===== config.mk =====
export PLATFORM = sky130hd
export DESIGN_NAME = stream_pattern_gen
export DESIGN_NICKNAME = d
export VERILOG_FILES = /design/src/rtl/stream_pattern_gen.sv
export SDC_FILE = /design/constraint.sdc
export NUM_CORES = 1
export LEC_CHECK = 0
export ABC_AREA = 1
export CORE_AREA = 2 2 171 173
export DETAILED_ROUTE_END_ITERATION = 10
export DIE_AREA = 0 0 173 175
export HOLD_SLACK_MARGIN = 0.08
export PLACE_DENSITY_LB_ADDON = 0.15
export RECOVER_POWER = 50
export SYNTH_ARGS = -nofsm -noshare
export SYNTH_HDL_FRONTEND = slang
export SYNTH_SLANG_ARGS = --single-unit

===== constraint.sdc =====
create_clock -name clk -period 3.99 [get_ports clk]
set_input_delay 0.5985 -clock clk [delete_from_list [all_inputs] [get_ports clk]]
set_output_delay 0.5985 -clock clk [all_outputs]
set_load 0.01 [all_outputs]

===== src/rtl/stream_pattern_gen.sv =====
// Rate-limited test-stream source: emits counter, LFSR, walking-one or inverted-counter
// words over valid/ready, counting rate slots lost to backpressure without skipping pattern values.
module stream_pattern_gen #(
    parameter int unsigned DATA_W    = 32,
    parameter int unsigned DIV_W     = 5,
    parameter int unsigned CNT_W     = 16,
    parameter logic [31:0] LFSR_POLY = 32'h80200003
) (
    input  logic              clk,
    input  logic              rst,
    input  logic              en,
    input  logic              start,
    input  logic [1:0]        mode,
    input  logic [DIV_W-1:0]  period,
    input  logic [DATA_W-1:0] seed,
    input  logic [CNT_W-1:0]  burst_len,
    output logic [DATA_W-1:0] data,
    output logic              valid,
    input  logic              ready,
    output logic              busy,
    output logic              done,
    output logic [CNT_W-1:0]  word_cnt,
    output logic [CNT_W-1:0]  drop_cnt
);

    localparam logic [DATA_W-1:0] POLY = DATA_W'(LFSR_POLY);

    typedef enum logic [1:0] {
        IDLE = 2'd0,
        RUN  = 2'd1,
        DONE = 2'd2
    } state_t;

    state_t state;
    state_t state_nxt;

    logic [1:0]        mode_r;
    logic [DIV_W-1:0]  period_r;
    logic [DIV_W-1:0]  timer;
    logic [CNT_W-1:0]  burst_r;
    logic [DATA_W-1:0] pattern;
    logic [DATA_W-1:0] pattern_nxt;
    logic [DATA_W-1:0] pattern_out;
    logic [DATA_W-1:0] start_pattern;

    logic tick;
    logic accept;
    logic last_accept;
    logic load;
    logic drop;

    always_comb begin
        tick        = (state == RUN) && en && (timer == period_r);
        accept      = valid && ready;
        last_accept = accept && (burst_r != '0) && ((word_cnt + CNT_W'(1)) == burst_r);
        // The final accept blocks any same-cycle load so the burst ends exactly on burst_len.
        load        = tick && (!valid || ready) && !last_accept;
        drop        = tick && valid && !ready;
    end

    always_comb begin
        pattern_nxt = pattern + DATA_W'(1);
        pattern_out = pattern;
        case (mode_r)
            2'd0: pattern_nxt = pattern + DATA_W'(1);
            2'd1: pattern_nxt = (pattern >> 1) ^ (pattern[0] ? POLY : '0);
            2'd2: pattern_nxt = {pattern[DATA_W-2:0], pattern[DATA_W-1]};
            2'd3: begin
                // Inverted-counter mode keeps a plain counter internally and inverts on output.
                pattern_nxt = pattern + DATA_W'(1);
                pattern_out = ~pattern;
            end
            default: pattern_nxt = pattern + DATA_W'(1);
        endcase
    end

    always_comb begin
        start_pattern = seed;
        if (mode == 2'd1 && seed == '0) begin
            start_pattern = DATA_W'(1);
        end
    end

    always_ff @(posedge clk) begin
        if (rst) begin
            state <= IDLE;
        end else begin
            state <= state_nxt;
        end
    end

    always_comb begin
        state_nxt = state;
        case (state)
            IDLE:    if (start) state_nxt = RUN;
            RUN:     if (last_accept) state_nxt = DONE;
            DONE:    state_nxt = IDLE;
            default: state_nxt = IDLE;
        endcase
    end

    always_ff @(posedge clk) begin
        if (rst) begin
            mode_r   <= '0;
            period_r <= '0;
            burst_r  <= '0;
            timer    <= '0;
            pattern  <= '0;
            data     <= '0;
            valid    <= 1'b0;
            word_cnt <= '0;
            drop_cnt <= '0;
        end else if (state == IDLE) begin
            if (start) begin
                mode_r   <= mode;
                period_r <= period;
                burst_r  <= burst_len;
                pattern  <= start_pattern;
                timer    <= '0;
                valid    <= 1'b0;
                word_cnt <= '0;
                drop_cnt <= '0;
            end
        end else if (state == RUN) begin
            if (en) begin
                timer <= (timer == period_r) ? '0 : timer + DIV_W'(1);
            end
            if (accept) begin
                word_cnt <= word_cnt + CNT_W'(1);
            end
            if (load) begin
                data    <= pattern_out;
                valid   <= 1'b1;
                pattern <= pattern_nxt;
            end else if (accept) begin
                valid <= 1'b0;
            end
            if (drop && drop_cnt != '1) begin
                drop_cnt <= drop_cnt + CNT_W'(1);
            end
        end
    end

    assign busy = (state == RUN);
    assign done = (state == DONE);

endmodule

==> impl_metrics.tcl, run 1 <==
set metrics [dict create \
    outcome "finished, violations left" \
    violations "max-capacitance violations, max-slew violations" \
    wl_per_cell_um 14.7 \
    dpl-instance-area_mm2 0.00994 \
    fp.dieArea_mm2 0.0303 \
    die_h_um 175 \
    synth_compound_area_share_pct 14.4 \
    grt.overflow.total 0 \
    layout_setup_ws_ns 1.02 \
    core_area_mm2 0.0284 \
    arrival_ns 3.25 \
    wirelength_mm 27.5 \
    period_needed_ns 2.97 \
    cts-buffers-inserted 17 \
    synthAdderAreaFrac_pct 1.04 \
    ctsResizeCount 0 \
    design_area_mm2 0.0106 \
    slowest_stage "clkbuf_1" \
    synth_xor_area_share_pct 5.28 \
    crit_chain "clkdlybuf4s50_1, nand2_4, clkbuf_1, nand2_1, inv_1, nor2_1, nor2_1, a211oi_1" \
    dp_slack_ns 1.00 \
    cts_setup_buffers 0 \
    port_buffers 126 \
    vias 8942 \
    grt_pass1_vias 8490 \
    syn-num-nets 1460 \
    grt_antenna_before_repair 1 \
    rsz0062_at_grt "no" \
    synth_cells 1393 \
    synth_mux_area_share_pct 0 \
    grt_pass1_wl_mm 45.3 \
    synth_area_leader_cell "dfxtp_1" \
    cts.sinks 127 \
    drc 0 \
    timing.hold.ws_ns 0.495 \
    max-vdd-ir-drop_mv 0.282 \
    viasPerCell 4.77 \
    hold_viol_final 0 \
    p_leak_nw 4.80 \
    cts_tree "done" \
    drv_cap 1 \
    dp_hpwl_mm 19.7 \
    tightest_slew_ns 1.84 \
    gp_congestion 0.864 \
    nNetsFinal 1544 \
    die_w_um 173 \
    htree_num_levels 4 \
    synth_cell_types 37 \
    rows 62 \
    dp_cells 1842 \
    synthTopCellsByArea "dfxtp_1 (30%), nand2_1 (16%), nand3_1 (8.1%)" \
    postCtsHoldBufs 0 \
    ys_ff_latch 127 \
    finalSetupTns_ns 0 \
    max_freq_mhz 337 \
    path_delay_family "buffers and inverters" \
    max_stage_delay_ns 1.08 \
    final-setup-viol-count 0 \
    syn-cell-area_mm2 0.00839 \
    cp-end-kind "register" \
    io_pins 127 \
    synth_top_family_by_area "simple AND/OR/NAND/NOR gates" \
    clk_pin_slew_ns 0.06 \
    final_cell_mix "nand2_1 (365), nor2_1 (180), inv_1 (148)" \
    slew_headroom_pct -22.7 \
    area_growth_pct 26.4 \
    grt_max_degree 71 \
    finalMaxSlewViolations 56 \
    cts_max_path_buffers 2 \
    synth.avg_cell_area_um2 6.02 \
    ys_warn_count 0 \
    worstPathMaxFanout 36 \
    cts-root-buf "clkbuf_16" \
    first_pass_iters 5 \
    final_cells 1875 \
    required_ns 4.27 \
    netlist.area_leader.share_pct 30.3 \
    skew_ns 0.0174 \
    track_usage_pct 18.3 \
    hold_path_class "reg2reg" \
    crit_top_cell "nor2_1" \
    worst-setup-path-type "in2reg" \
    clock_latency_ns 0.43 \
    layout-drive-gt1-share_pct 4.16 \
    start_util_pct 29.5 \
    yosys.area_share.simple_pct 38.2 \
    ant_nets 0 \
    cp-start-kind "input port" \
    period_share_pct 74.4 \
    crit_buf_inv 3 \
    cellPowerDensity_mw_per_mm2 360 \
    final_common_cell "nand2_1" \
    drtIter0Drc 686 \
    ys_seq_area_share_pct 30.3 \
]
[metrics by stage]
stage / power (mW) / util [%]
after detailed placement: 2.03 / 35.0
after CTS: 3.86 / 37.4
after global placement: 2.03 / 35.0
after floorplan: 1.82 / -
final: 3.82 / 37.3
after global routing: 4.01 / 37.3
[tightest hold or removal path: cells and delay by family, from the launching register on]
family | cells | cell delay (ns)
compound gates | 1 | 0.06
simple gates | 1 | 0.07
flops | 1 | 0.32
[per-layer routing]
metal  share of wire (%)  vias to the layer above  wire [µm]  global-route usage, %
met5                   0                        -          0                      0
li1                    -                     4666          -                      -
met2                  45                      205      12400                   29.6
met3                 4.6                       20       1270                   3.11
met1                  49                     4051      13500                   25.4
met4                 1.1                        0        309                   4.34
[Yosys cell counts, drive strengths merged]
library cell	count
o221ai	2
o21ai	68
xnor3	1
xnor2	4
clkbuf	54
o21bai	1
xor2	44
o22ai	2
o2111ai	1
nand3	138
o211ai	20
a211oi	2
ha	7
nor2	188
a21oi	127
nand4	27
inv	151
nand3b	2
nand2	368
a31oi	1
nor3	29
buf	22
or2	1
a32oi	1
nor3b	2
nor4	3
dfxtp	127
[kinds of logic (layout without fill, tap and decap cells)]
logic type / count (synthesis) / in the layout
simple gates: 758 / 758
buf+inv: 227 / 324
compound gates: 225 / 225
flops: 127 / 127
xor+xnor: 49 / 49
fa+ha+maj: 7 / 7
other cells: 0 / 1
[path summary, 6_finish.rpt]
| kind | from | endpoint | slack (ns) | depth (start not counted) |
|---|---|---|---|---|
| worst max-delay path | start | timer[0] | 1.02 | 8 |
| worst min-delay path | data[25] | data[25] | 0.49 | 2 |
| worst max register to register | word_cnt[0] | pattern[6] | 1.02 | 15 |
| worst min register to register | data[25] | data[25] | 0.49 | 2 |
[registers in the layout, summed over array words and instances (netlist names)]
register,cells
timer,5
word_cnt,16
burst_r,16
state,2
drop_cnt,16
data,32
mode_r,2
period_r,5
valid,1
pattern,32
[layout make-up]
class,instances,area [µm²]
diodes,1,2.50
clock buffers,21,470
clock inverters,11,201
fillers,3163,17800
inverters,151,567
multi-input cells,1039,4960
flip-flops and latches,127,2540
well taps,384,480
repair buffers,141,1380
[report_power, final]
| part | leakage, nW | switching [mW] | internal (mW) |
|---|---|---|---|
| clock | 0.325 | 0.643 | 1.17 |
| combinational | 3.44 | 0.370 | 0.229 |
| sequential | 1.04 | 0.0785 | 1.33 |
Power figures use the tool's default switching activity.
==> run 2: changes to the inputs <==
==> constraint.sdc (replaced) <==
create_clock -name clk -period 2.7 [get_ports clk]
set_input_delay 0.405 -clock clk [delete_from_list [all_inputs] [get_ports clk]]
set_output_delay 0.405 -clock clk [all_outputs]
set_load 0.01 [all_outputs]
==> impl_metrics.tcl, run 2 (same netlist as run 1, synthesis figures left out) <==
set metrics [dict create \
    worstPathMaxFanout 23 \
    fp.dieArea_mm2 0.0303 \
    clock_latency_ns 0.43 \
    dp_cells 1862 \
    die_h_um 175 \
    cts_tree "done" \
    clk_pin_slew_ns 0.06 \
    wl_per_cell_um 15.5 \
    viasPerCell 4.79 \
    grt.overflow.total 0 \
    die_w_um 173 \
    cts_max_path_buffers 2 \
    p_leak_nw 4.99 \
    outcome "completed" \
    finalSetupTns_ns 0 \
    cellPowerDensity_mw_per_mm2 510 \
    worst-setup-path-type "reg2reg" \
    rsz0062_at_grt "no" \
    period_needed_ns 2.52 \
    max_stage_delay_ns 0.77 \
    skew_ns 0.0134 \
    finalMaxSlewViolations 0 \
    wirelength_mm 29.6 \
    drv_cap 0 \
    crit_buf_inv 1 \
    crit_top_cell "nor2_1" \
    final_cell_mix "nand2_1 (364), nor2_1 (176), inv_1 (147)" \
    gp_congestion 0.886 \
    arrival_ns 2.84 \
    hold_path_class "reg2reg" \
    slew_headroom_pct 40.4 \
    vias 9116 \
    max-vdd-ir-drop_mv 0.396 \
    cts-root-buf "clkbuf_16" \
    max_freq_mhz 396 \
    slowest_stage "a211oi_2" \
    crit_chain "xor2_1, nor2_1, nand4_1, a211oi_2, nand3_2, clkbuf_16, a21oi_1, nor2_1" \
    tightest_slew_ns 0.893 \
    final_common_cell "nand2_1" \
    grt_max_degree 78 \
    nNetsFinal 1573 \
    area_growth_pct 30.9 \
    cp-start-kind "register" \
    drc 0 \
    track_usage_pct 18.8 \
    start_util_pct 29.5 \
    port_buffers 126 \
    postCtsHoldBufs 0 \
    layout-drive-gt1-share_pct 6.78 \
    period_share_pct 93.4 \
    hold_viol_final 0 \
    dp_hpwl_mm 20.3 \
    path_delay_family "compound AO/OA/AOI/OAI gates" \
    fillers 3121 \
    first_pass_iters 5 \
    grt_pass1_vias 8603 \
    cts.sinks 127 \
    final_cells 1904 \
    drtIter0Drc 821 \
    cts-buffers-inserted 17 \
    io_pins 127 \
    grt_antenna_before_repair 0 \
    final-setup-viol-count 0 \
    core_area_mm2 0.0284 \
    rows 62 \
    cp-end-kind "register" \
    required_ns 3.02 \
    htree_num_levels 4 \
    ant_nets 0 \
    grt_pass1_wl_mm 46.1 \
    reg_top3 "data: 32 flops, pattern: 32 flops" \
]
## run 2: through the flow
| stage | power [mW] | instance area [µm²] | utilization [%] | worst slack (ns) | hold slack [ns] |
|---|---|---|---|---|---|
| floorplan | 2.69 | 8390 | - | 0.457 | 0.457 |
| global placement | 3.03 | 10100 | 35.7 | 0.186 | 0.480 |
| detailed placement | 3.04 | 10100 | 35.7 | 0.157 | 0.481 |
| CTS | 5.64 | 10800 | 38.0 | 0.138 | 0.490 |
| global route | 5.88 | 11000 | 38.7 | 0.00357 | 0.500 |
| finish | 5.60 | 11000 | 38.7 | 0.177 | 0.488 |
## run 2: cell type report
type | count | area [µm²] | area share [%]
Antenna cell | 1 | 2.50 | 0.0228
Sequential cell | 127 | 2540 | 23.2
Inverter | 151 | 567 | 5.16
Tap cell | 384 | 480 | 4.38
Multi-Input combinational cell | 1041 | 5020 | 45.7
Clock inverter | 12 | 181 | 1.65
Clock buffer | 20 | 467 | 4.25
Timing Repair Buffer | 168 | 1720 | 15.7
## run 2: power breakdown
part	total [mW]	internal (mW)	switching (mW)	leakage (nW)
Combinational	0.938	0.366	0.573	3.63
Sequential	2.08	1.96	0.115	1.04
Clock	2.59	1.63	0.961	0.317
## run 2: worst min-delay path, cell delays in order (launching register included)
cell and delay, ns:
dfxtp_1 0.32, inv_1 0.07, a21oi_1 0.06
## run 2: final timing paths
path / start / to / slack (ns) / cells after the start
worst max-delay path: timer[0] / pattern[1] / 0.18 / 8
worst min-delay path: burst_r[6] / burst_r[6] / 0.49 / 2
worst max register to register: timer[0] / pattern[1] / 0.18 / 8
worst min register to register: burst_r[6] / burst_r[6] / 0.49 / 2
## run 2: metal layers
| metal | track usage [%] | wire length, µm | vias to the layer above |
|---|---|---|---|
| li1 | - | - | 4726 |
| met1 | 25.8 | 14400 | 4096 |
| met2 | 30.6 | 13300 | 262 |
| met3 | 3.02 | 1400 | 32 |
| met4 | 4.94 | 405 | 0 |
| met5 | 0 | 0 | - |
## run 2: repair_timing
action	in CTS	in global routing
resized for setup	0	14
buffers inserted	0	1
endpoints found under the setup margin	0	49
